[src/rtl/fft_pkg.sv]
// Shared helpers for the FFT datapath stages: phase encoding, ceil-log2 and
// two's-complement saturation.
package fft_pkg;

    // Which half of a frame the stage is in: FILL loads the delay line,
    // BFLY combines the delay-line head with the incoming sample.
    typedef enum logic {
        PH_FILL = 1'b0,
        PH_BFLY = 1'b1
    } phase_e;

    // Ceiling log2, intended for elaboration-time constants.
    function automatic int clog2(input int value);
        int r;
        r = 0;
        while ((1 << r) < value) begin
            r = r + 1;
        end
        return r;
    endfunction

    // Clamp a sign-extended value into the signed range of 'width' bits.
    // The caller compares the result with the input to detect clipping.
    function automatic logic signed [63:0] saturate(input logic signed [63:0] value,
                                                    input int width);
        logic signed [63:0] max_v;
        logic signed [63:0] min_v;
        max_v = (64'sd1 <<< (width - 1)) - 64'sd1;
        min_v = -(64'sd1 <<< (width - 1));
        if (value > max_v) begin
            return max_v;
        end else if (value < min_v) begin
            return min_v;
        end
        return value;
    endfunction

endpackage

[src/rtl/sdf_delay.sv]
// Feedback delay line of a single-path delay-feedback stage: an enabled
// shift register of DEPTH complex words, each WIDTH*2 bits ({re, im}).
module sdf_delay #(
    parameter int WIDTH = 16,
    parameter int DEPTH = 8
) (
    input  logic                 clk,
    input  logic                 rst_n,
    input  logic                 en,
    input  logic [2*WIDTH-1:0]   din,
    output logic [2*WIDTH-1:0]   head
);

    logic [2*WIDTH-1:0] mem [DEPTH];

    // Shift one position per enabled cycle; the oldest entry is the head.
    always_ff @(posedge clk or negedge rst_n) begin
        if (!rst_n) begin
            for (int i = 0; i < DEPTH; i++) begin
                mem[i] <= '0;
            end
        end else if (en) begin
            mem[0] <= din;
            for (int i = 1; i < DEPTH; i++) begin
                mem[i] <= mem[i-1];
            end
        end
    end

    assign head = mem[DEPTH-1];

endmodule

[src/rtl/sdf_bf_stage.sv]
// Radix-2 single-path delay-feedback butterfly stage (BF2I / BF2II).
// Valid/ready contract: there is no back-pressure. A sample is accepted on
// every rising edge where in_valid is high; out_valid qualifies out_re/out_im
// for exactly the cycle after an accepted input once the delay line is primed.
module sdf_bf_stage
    import fft_pkg::*;
#(
    parameter int WIDTH = 16,
    parameter int DEPTH = 8,
    parameter int MODE  = 0,
    parameter int SCALE = 1
) (
    input  logic                    clk,
    input  logic                    rst_n,
    input  logic                    in_valid,
    input  logic signed [WIDTH-1:0] in_re,
    input  logic signed [WIDTH-1:0] in_im,
    output logic                    out_valid,
    output logic signed [WIDTH-1:0] out_re,
    output logic signed [WIDTH-1:0] out_im,
    output logic                    ovf
);

    localparam int AW = clog2(DEPTH);
    localparam int CW = AW + 2;
    localparam logic [CW-1:0] LAST     = CW'((MODE == 1 ? 4 : 2) * DEPTH - 1);
    localparam logic [CW-1:0] PRIME_AT = CW'(DEPTH - 1);
    localparam logic signed [WIDTH+1:0] ONE = {{(WIDTH+1){1'b0}}, 1'b1};

    logic [CW-1:0]          cnt;
    logic                   primed;
    phase_e                 phase;
    logic                   twiddle;
    logic [2*WIDTH-1:0]     head;
    logic [2*WIDTH-1:0]     dl_in;
    logic signed [WIDTH-1:0] head_re;
    logic signed [WIDTH-1:0] head_im;
    logic signed [WIDTH:0]   x_re;
    logic signed [WIDTH:0]   x_im;
    logic signed [WIDTH+1:0] sum_re;
    logic signed [WIDTH+1:0] sum_im;
    logic signed [WIDTH+1:0] dif_re;
    logic signed [WIDTH+1:0] dif_im;
    logic [WIDTH:0]          p_sum_re;
    logic [WIDTH:0]          p_sum_im;
    logic [WIDTH:0]          p_dif_re;
    logic [WIDTH:0]          p_dif_im;
    logic signed [WIDTH-1:0] out_re_next;
    logic signed [WIDTH-1:0] out_im_next;
    logic                    clip;

    // Optional halving with round-half-up, then saturation to WIDTH bits.
    // Returns {clipped, value}.
    function automatic logic [WIDTH:0] post(input logic signed [WIDTH+1:0] s);
        logic signed [WIDTH+1:0] r;
        logic signed [63:0]      ext;
        logic signed [63:0]      sat;
        r   = (SCALE != 0) ? ((s + ONE) >>> 1) : s;
        ext = {{(62-WIDTH){r[WIDTH+1]}}, r};
        sat = saturate(ext, WIDTH);
        return {(sat != ext), sat[WIDTH-1:0]};
    endfunction

    assign phase   = phase_e'(cnt[AW]);
    assign twiddle = (MODE == 1) && cnt[AW+1];
    assign head_re = head[2*WIDTH-1:WIDTH];
    assign head_im = head[WIDTH-1:0];

    sdf_delay #(
        .WIDTH (WIDTH),
        .DEPTH (DEPTH)
    ) u_delay (
        .clk   (clk),
        .rst_n (rst_n),
        .en    (in_valid),
        .din   (dl_in),
        .head  (head)
    );

    // Butterfly datapath: twiddle, sum/difference, post-processing, and
    // the FILL/BFLY routing of output and delay-line write data.
    always_comb begin
        x_re        = {in_re[WIDTH-1], in_re};
        x_im        = {in_im[WIDTH-1], in_im};
        if (twiddle) begin
            // -j * (re + j*im) = im - j*re
            x_re = {in_im[WIDTH-1], in_im};
            x_im = -{in_re[WIDTH-1], in_re};
        end
        sum_re   = {{2{head_re[WIDTH-1]}}, head_re} + {x_re[WIDTH], x_re};
        sum_im   = {{2{head_im[WIDTH-1]}}, head_im} + {x_im[WIDTH], x_im};
        dif_re   = {{2{head_re[WIDTH-1]}}, head_re} - {x_re[WIDTH], x_re};
        dif_im   = {{2{head_im[WIDTH-1]}}, head_im} - {x_im[WIDTH], x_im};
        p_sum_re = post(sum_re);
        p_sum_im = post(sum_im);
        p_dif_re = post(dif_re);
        p_dif_im = post(dif_im);

        out_re_next = head_re;
        out_im_next = head_im;
        dl_in       = {in_re, in_im};
        clip        = 1'b0;
        if (phase == PH_BFLY) begin
            out_re_next = p_sum_re[WIDTH-1:0];
            out_im_next = p_sum_im[WIDTH-1:0];
            dl_in       = {p_dif_re[WIDTH-1:0], p_dif_im[WIDTH-1:0]};
            clip        = p_sum_re[WIDTH] | p_sum_im[WIDTH] |
                          p_dif_re[WIDTH] | p_dif_im[WIDTH];
        end
    end

    // Frame counter, priming, sticky overflow and registered outputs.
    always_ff @(posedge clk or negedge rst_n) begin
        if (!rst_n) begin
            cnt       <= '0;
            primed    <= 1'b0;
            ovf       <= 1'b0;
            out_valid <= 1'b0;
            out_re    <= '0;
            out_im    <= '0;
        end else begin
            out_valid <= in_valid & primed;
            if (in_valid) begin
                cnt    <= (cnt == LAST) ? '0 : cnt + 1'b1;
                out_re <= out_re_next;
                out_im <= out_im_next;
                if (clip) begin
                    ovf <= 1'b1;
                end
                if (cnt == PRIME_AT) begin
                    primed <= 1'b1;
                end
            end
        end
    end

endmodule

[config.mk]
export PLATFORM = sky130hd
export DESIGN_NAME = sdf_bf_stage
export DESIGN_NICKNAME = d
export VERILOG_FILES = /design/src/rtl/fft_pkg.sv /design/src/rtl/sdf_delay.sv /design/src/rtl/sdf_bf_stage.sv
export SDC_FILE = /design/constraint.sdc
export NUM_CORES = 1
export LEC_CHECK = 0
export ABC_CLOCK_PERIOD_IN_PS = 3560
export CAP_MARGIN = 20
export CORE_UTILIZATION = 32
export CTS_CLUSTER_SIZE = 30
export DETAILED_ROUTE_END_ITERATION = 12
export PLACE_DENSITY = 0.51
export SYNTH_ARGS = -nofsm -noshare
export SYNTH_HDL_FRONTEND = slang
export SYNTH_SLANG_ARGS = --single-unit
[constraint.sdc]
create_clock -name clk -period 3.56 [get_ports clk]
set_input_delay 0.712 -clock clk [delete_from_list [all_inputs] [get_ports clk]]
set_output_delay 0.712 -clock clk [all_outputs]
set_load 0.02 [all_outputs]
==> flow_summary.toml <==
[cells_and_area]
layout.nets = 1686
final_area_sq_um = 19000
syn_to_final_growth_pct = 26.1
drive_gt1_share_pct = 32.6
num_antenna_cells = 0

[drt]
vias = 10400
wl_mm = 34.4
first_pass_iters = 4
ant_nets = 0
routedWlPerCell_microns = 15.8
drc_errors = 0
first_iter_violations = 562
avgViaCountPerCell = 4.78

[run_status]
status = "finished clean"

[synth]
synth.most_common_cell = "dfrtp_1"
synth_common_cells = "dfrtp_1 (296), mux2_2 (231), nor2_1 (97)"
synthesis.area_sq_um = 15100
ys_seq_area_share_pct = 49.2
post_synth.cell_area_avg_sq_um = 11.4
synthTopCellsByArea = "dfrtp_1 (49%), mux2_2 (17%), ha_1 (7.7%), a21oi_1 (2.5%), nor2_1 (2.4%)"
synth_edf_count = 0
synth_nets = 1447
syn_inst = 1315
post_synth_num_cell_types = 68
synth_warnings = 0
synthArstFlopShare_pct = 100
yosysTopAreaCell = "dfrtp_1"
ys.flop_type = "dfrtp_1"
ys_ff_latch = 296
synth_top_area_share_pct = 49.2

[timing]
tightest_slew_ns = 0.736
slew-limit-headroom_pct = 50.9
fin_ws_ns = 0.130
skew_ns = 0.0171
finalHoldViolCount = 0
final_max_slew_viol_count = 0
period_share_pct = 96.4
setup_viol = 0
timing.final.crit_period_ns = 3.43
clock.fmax_mhz = 292
setup_tns_ns = 0
rsz0062_at_grt = "yes"
whs_ns = 0.189

[power]
clkPwrFrac_pct = 19.3
finalPower_w = 0.0181
seqPwrFrac_pct = 33.4
p_sw_share_pct = 35.6
p_per_area_nw_per_um2 = 955
intPower_w = 0.0117
max-vdd-ir-drop_mv = 0.462
switchingPower_w = 0.00646
leakage_nw = 8.32
pwr-share-comb_pct = 47.3

[critical_path]
crit_path_start_kind = "primary input"
rr_startpoint = "u_delay.head[17]$_DFFE_PN0P_"
regToRegSetupSlack_ns = 0.24
required_ns = 3.97
crit_buf_inv = 3
reg2reg_to = "ovf$_DFFE_PN0P_"
slowest_stage = "clkdlybuf4s50_1"
cp.arrival_ns = 3.84
crit_path_max_fanout = 6
rr_worst_depth = 15
critPathCaptureType = "flop"
path_cells = "clkdlybuf4s50_1 -> inv_1 -> ha_4 -> fa_2 -> a211oi_4 -> o21a_1 -> o31ai_2 -> a21o_1 -> or3_4 -> a21oi_4 -> xnor2_1 -> buf_4 -> nor3b_1 -> a21oi_1"
crit_path_max_incr_delay_ns = 0.50
path_class = "primary input to flop"
critPathTopFamily = "compound AO/OA/AOI/OAI gates"

[die]
row_count = 79
dieArea_sq_um = 47900
io_pins = 69
core_sq_um = 46500
die_h_microns = 219
start_util_pct = 32.4
die_w_microns = 219

[global_route]
grt_overflow = 0
grt_usage_pct = 14.9
grt_max_degree = 153
grt_pass1_wl_mm = 56.8
antenna_found_initial = 1
grt_pass1_vias = 10600

[worst_hold_path]
hold_path_class = "primary input to asynchronous set/reset pin"

[place]
gp_congestion = 0.854
portBuffers = 68
dpl_cell_area_sq_um = 17800
place_ws_ns = -0.638
dp_hpwl_mm = 24.6

[clocking]
root_buffer = "clkbuf_16"
htreeDepth = 2
cts_tree = "built"
clock_sinks = 296
ctsHoldBuffers = 0
clk_latency_ns = 0.52
clockBufferDepth = 3
clk_pin_slew_ns = 0.06
numCtsBuffers = 35

[job]
drv_cap = 0
[worst register-to-register path: stages, from the launching register on]
cell and delay [ns]:
dfrtp_1 0.37, inv_1 0.07, ha_1 0.28, inv_1 0.04, ha_1 0.22, fa_2 0.39
a211oi_4 0.27, o21a_1 0.20, o31ai_2 0.09, a21o_1 0.21, or3_4 0.34, a21oi_4 0.18
xnor2_1 0.11, buf_4 0.18, nor3b_1 0.18, a21oi_1 0.08
[worst max-delay path by stage]
stage             start  slack (ns)                           end  depth (start not counted)
3_5_place_dp   in_re[2]       -0.64  u_delay.mem[254]$_DFFE_PN0P_                         14
2_1_floorplan  in_re[1]        0.17  u_delay.mem[250]$_DFFE_PN0P_                         14
6_report       in_re[2]        0.13               ovf$_DFFE_PN0P_                         14
3_3_place_gp   in_re[2]       -0.57  u_delay.mem[254]$_DFFE_PN0P_                         14
5_1_grt        in_re[2]      -0.009  u_delay.mem[240]$_DFFE_PN0P_                         16
4_1_cts        in_re[2]       0.006  u_delay.mem[249]$_DFFE_PN0P_                         15
[flip-flops by register name, summed over array words and instances (netlist names)]
register      cells
out_valid         1
u_delay.head     32
primed            1
cnt               5
out_re           16
ovf               1
out_im           16
u_delay.mem     224
[kinds of logic after synthesis]
logic type / synth area share, %
xor gates and xnor gates: 2.85
AOI/OAI and AO/OA: 11.2
and+or+nand+nor: 7.95
muxes: 17.5
DFF: 49.2
buffers and inverters: 3.04
adders and majority gates: 8.26
[through the flow]
stage	instances	util, %
after floorplan	1315	-
after global placement	2122	38.3
after detailed placement	2122	38.3
after CTS	2181	40.7
after global routing	2182	40.9
final	2182	40.9
[metal layers]
layer / track usage, % / routed length (microns) / share of wire (%)
met5: 0 / 0 / 0
met4: 4.31 / 747 / 2.2
met3: 2.13 / 1140 / 3.3
met2: 23.3 / 15500 / 45
met1: 21.2 / 17100 / 50
[repair_timing]
item,in CTS,in global routing
hold endpoints to repair,0,0
pin swaps,3,4
buffers inserted,1,1
endpoints found under the setup margin,11,39
gates resized for setup,3,14
[area by class of cell]
class | instances | area, sq um
Fill cell | 4456 | 27500
Sequential cell | 296 | 7410
Multi-Input combinational cell | 900 | 7270
Timing Repair Buffer | 255 | 2180
Clock buffer | 46 | 1000
Tap cell | 607 | 759
Inverter | 66 | 248
Clock inverter | 12 | 116
[placed cells by master (no fill, tap or decap), drive strengths merged, types with 29 or more instances in the layout]
master,netlist,final
a21oi,80,80
a31oi,29,29
buf,6,189
clkbuf,47,46
clkdlybuf4s50,0,64
dfrtp,296,296
ha,93,93
inv,66,66
mux2,231,231
nand2,56,56
nor2,97,97
o21ai,84,84
xnor2,38,38
[power groups by stage]
stage,sequential [W],combinational (W),clock (W)
final,0.00607,0.00857,0.00350
after floorplan,0.00592,0.00518,0
after global routing,0.00632,0.00952,0.00375
after detailed placement,0.00614,0.00847,0
after CTS,0.00609,0.00855,0.00362
after global placement,0.00610,0.00841,0
No activity file was read; power rests on OpenSTA's default activity.
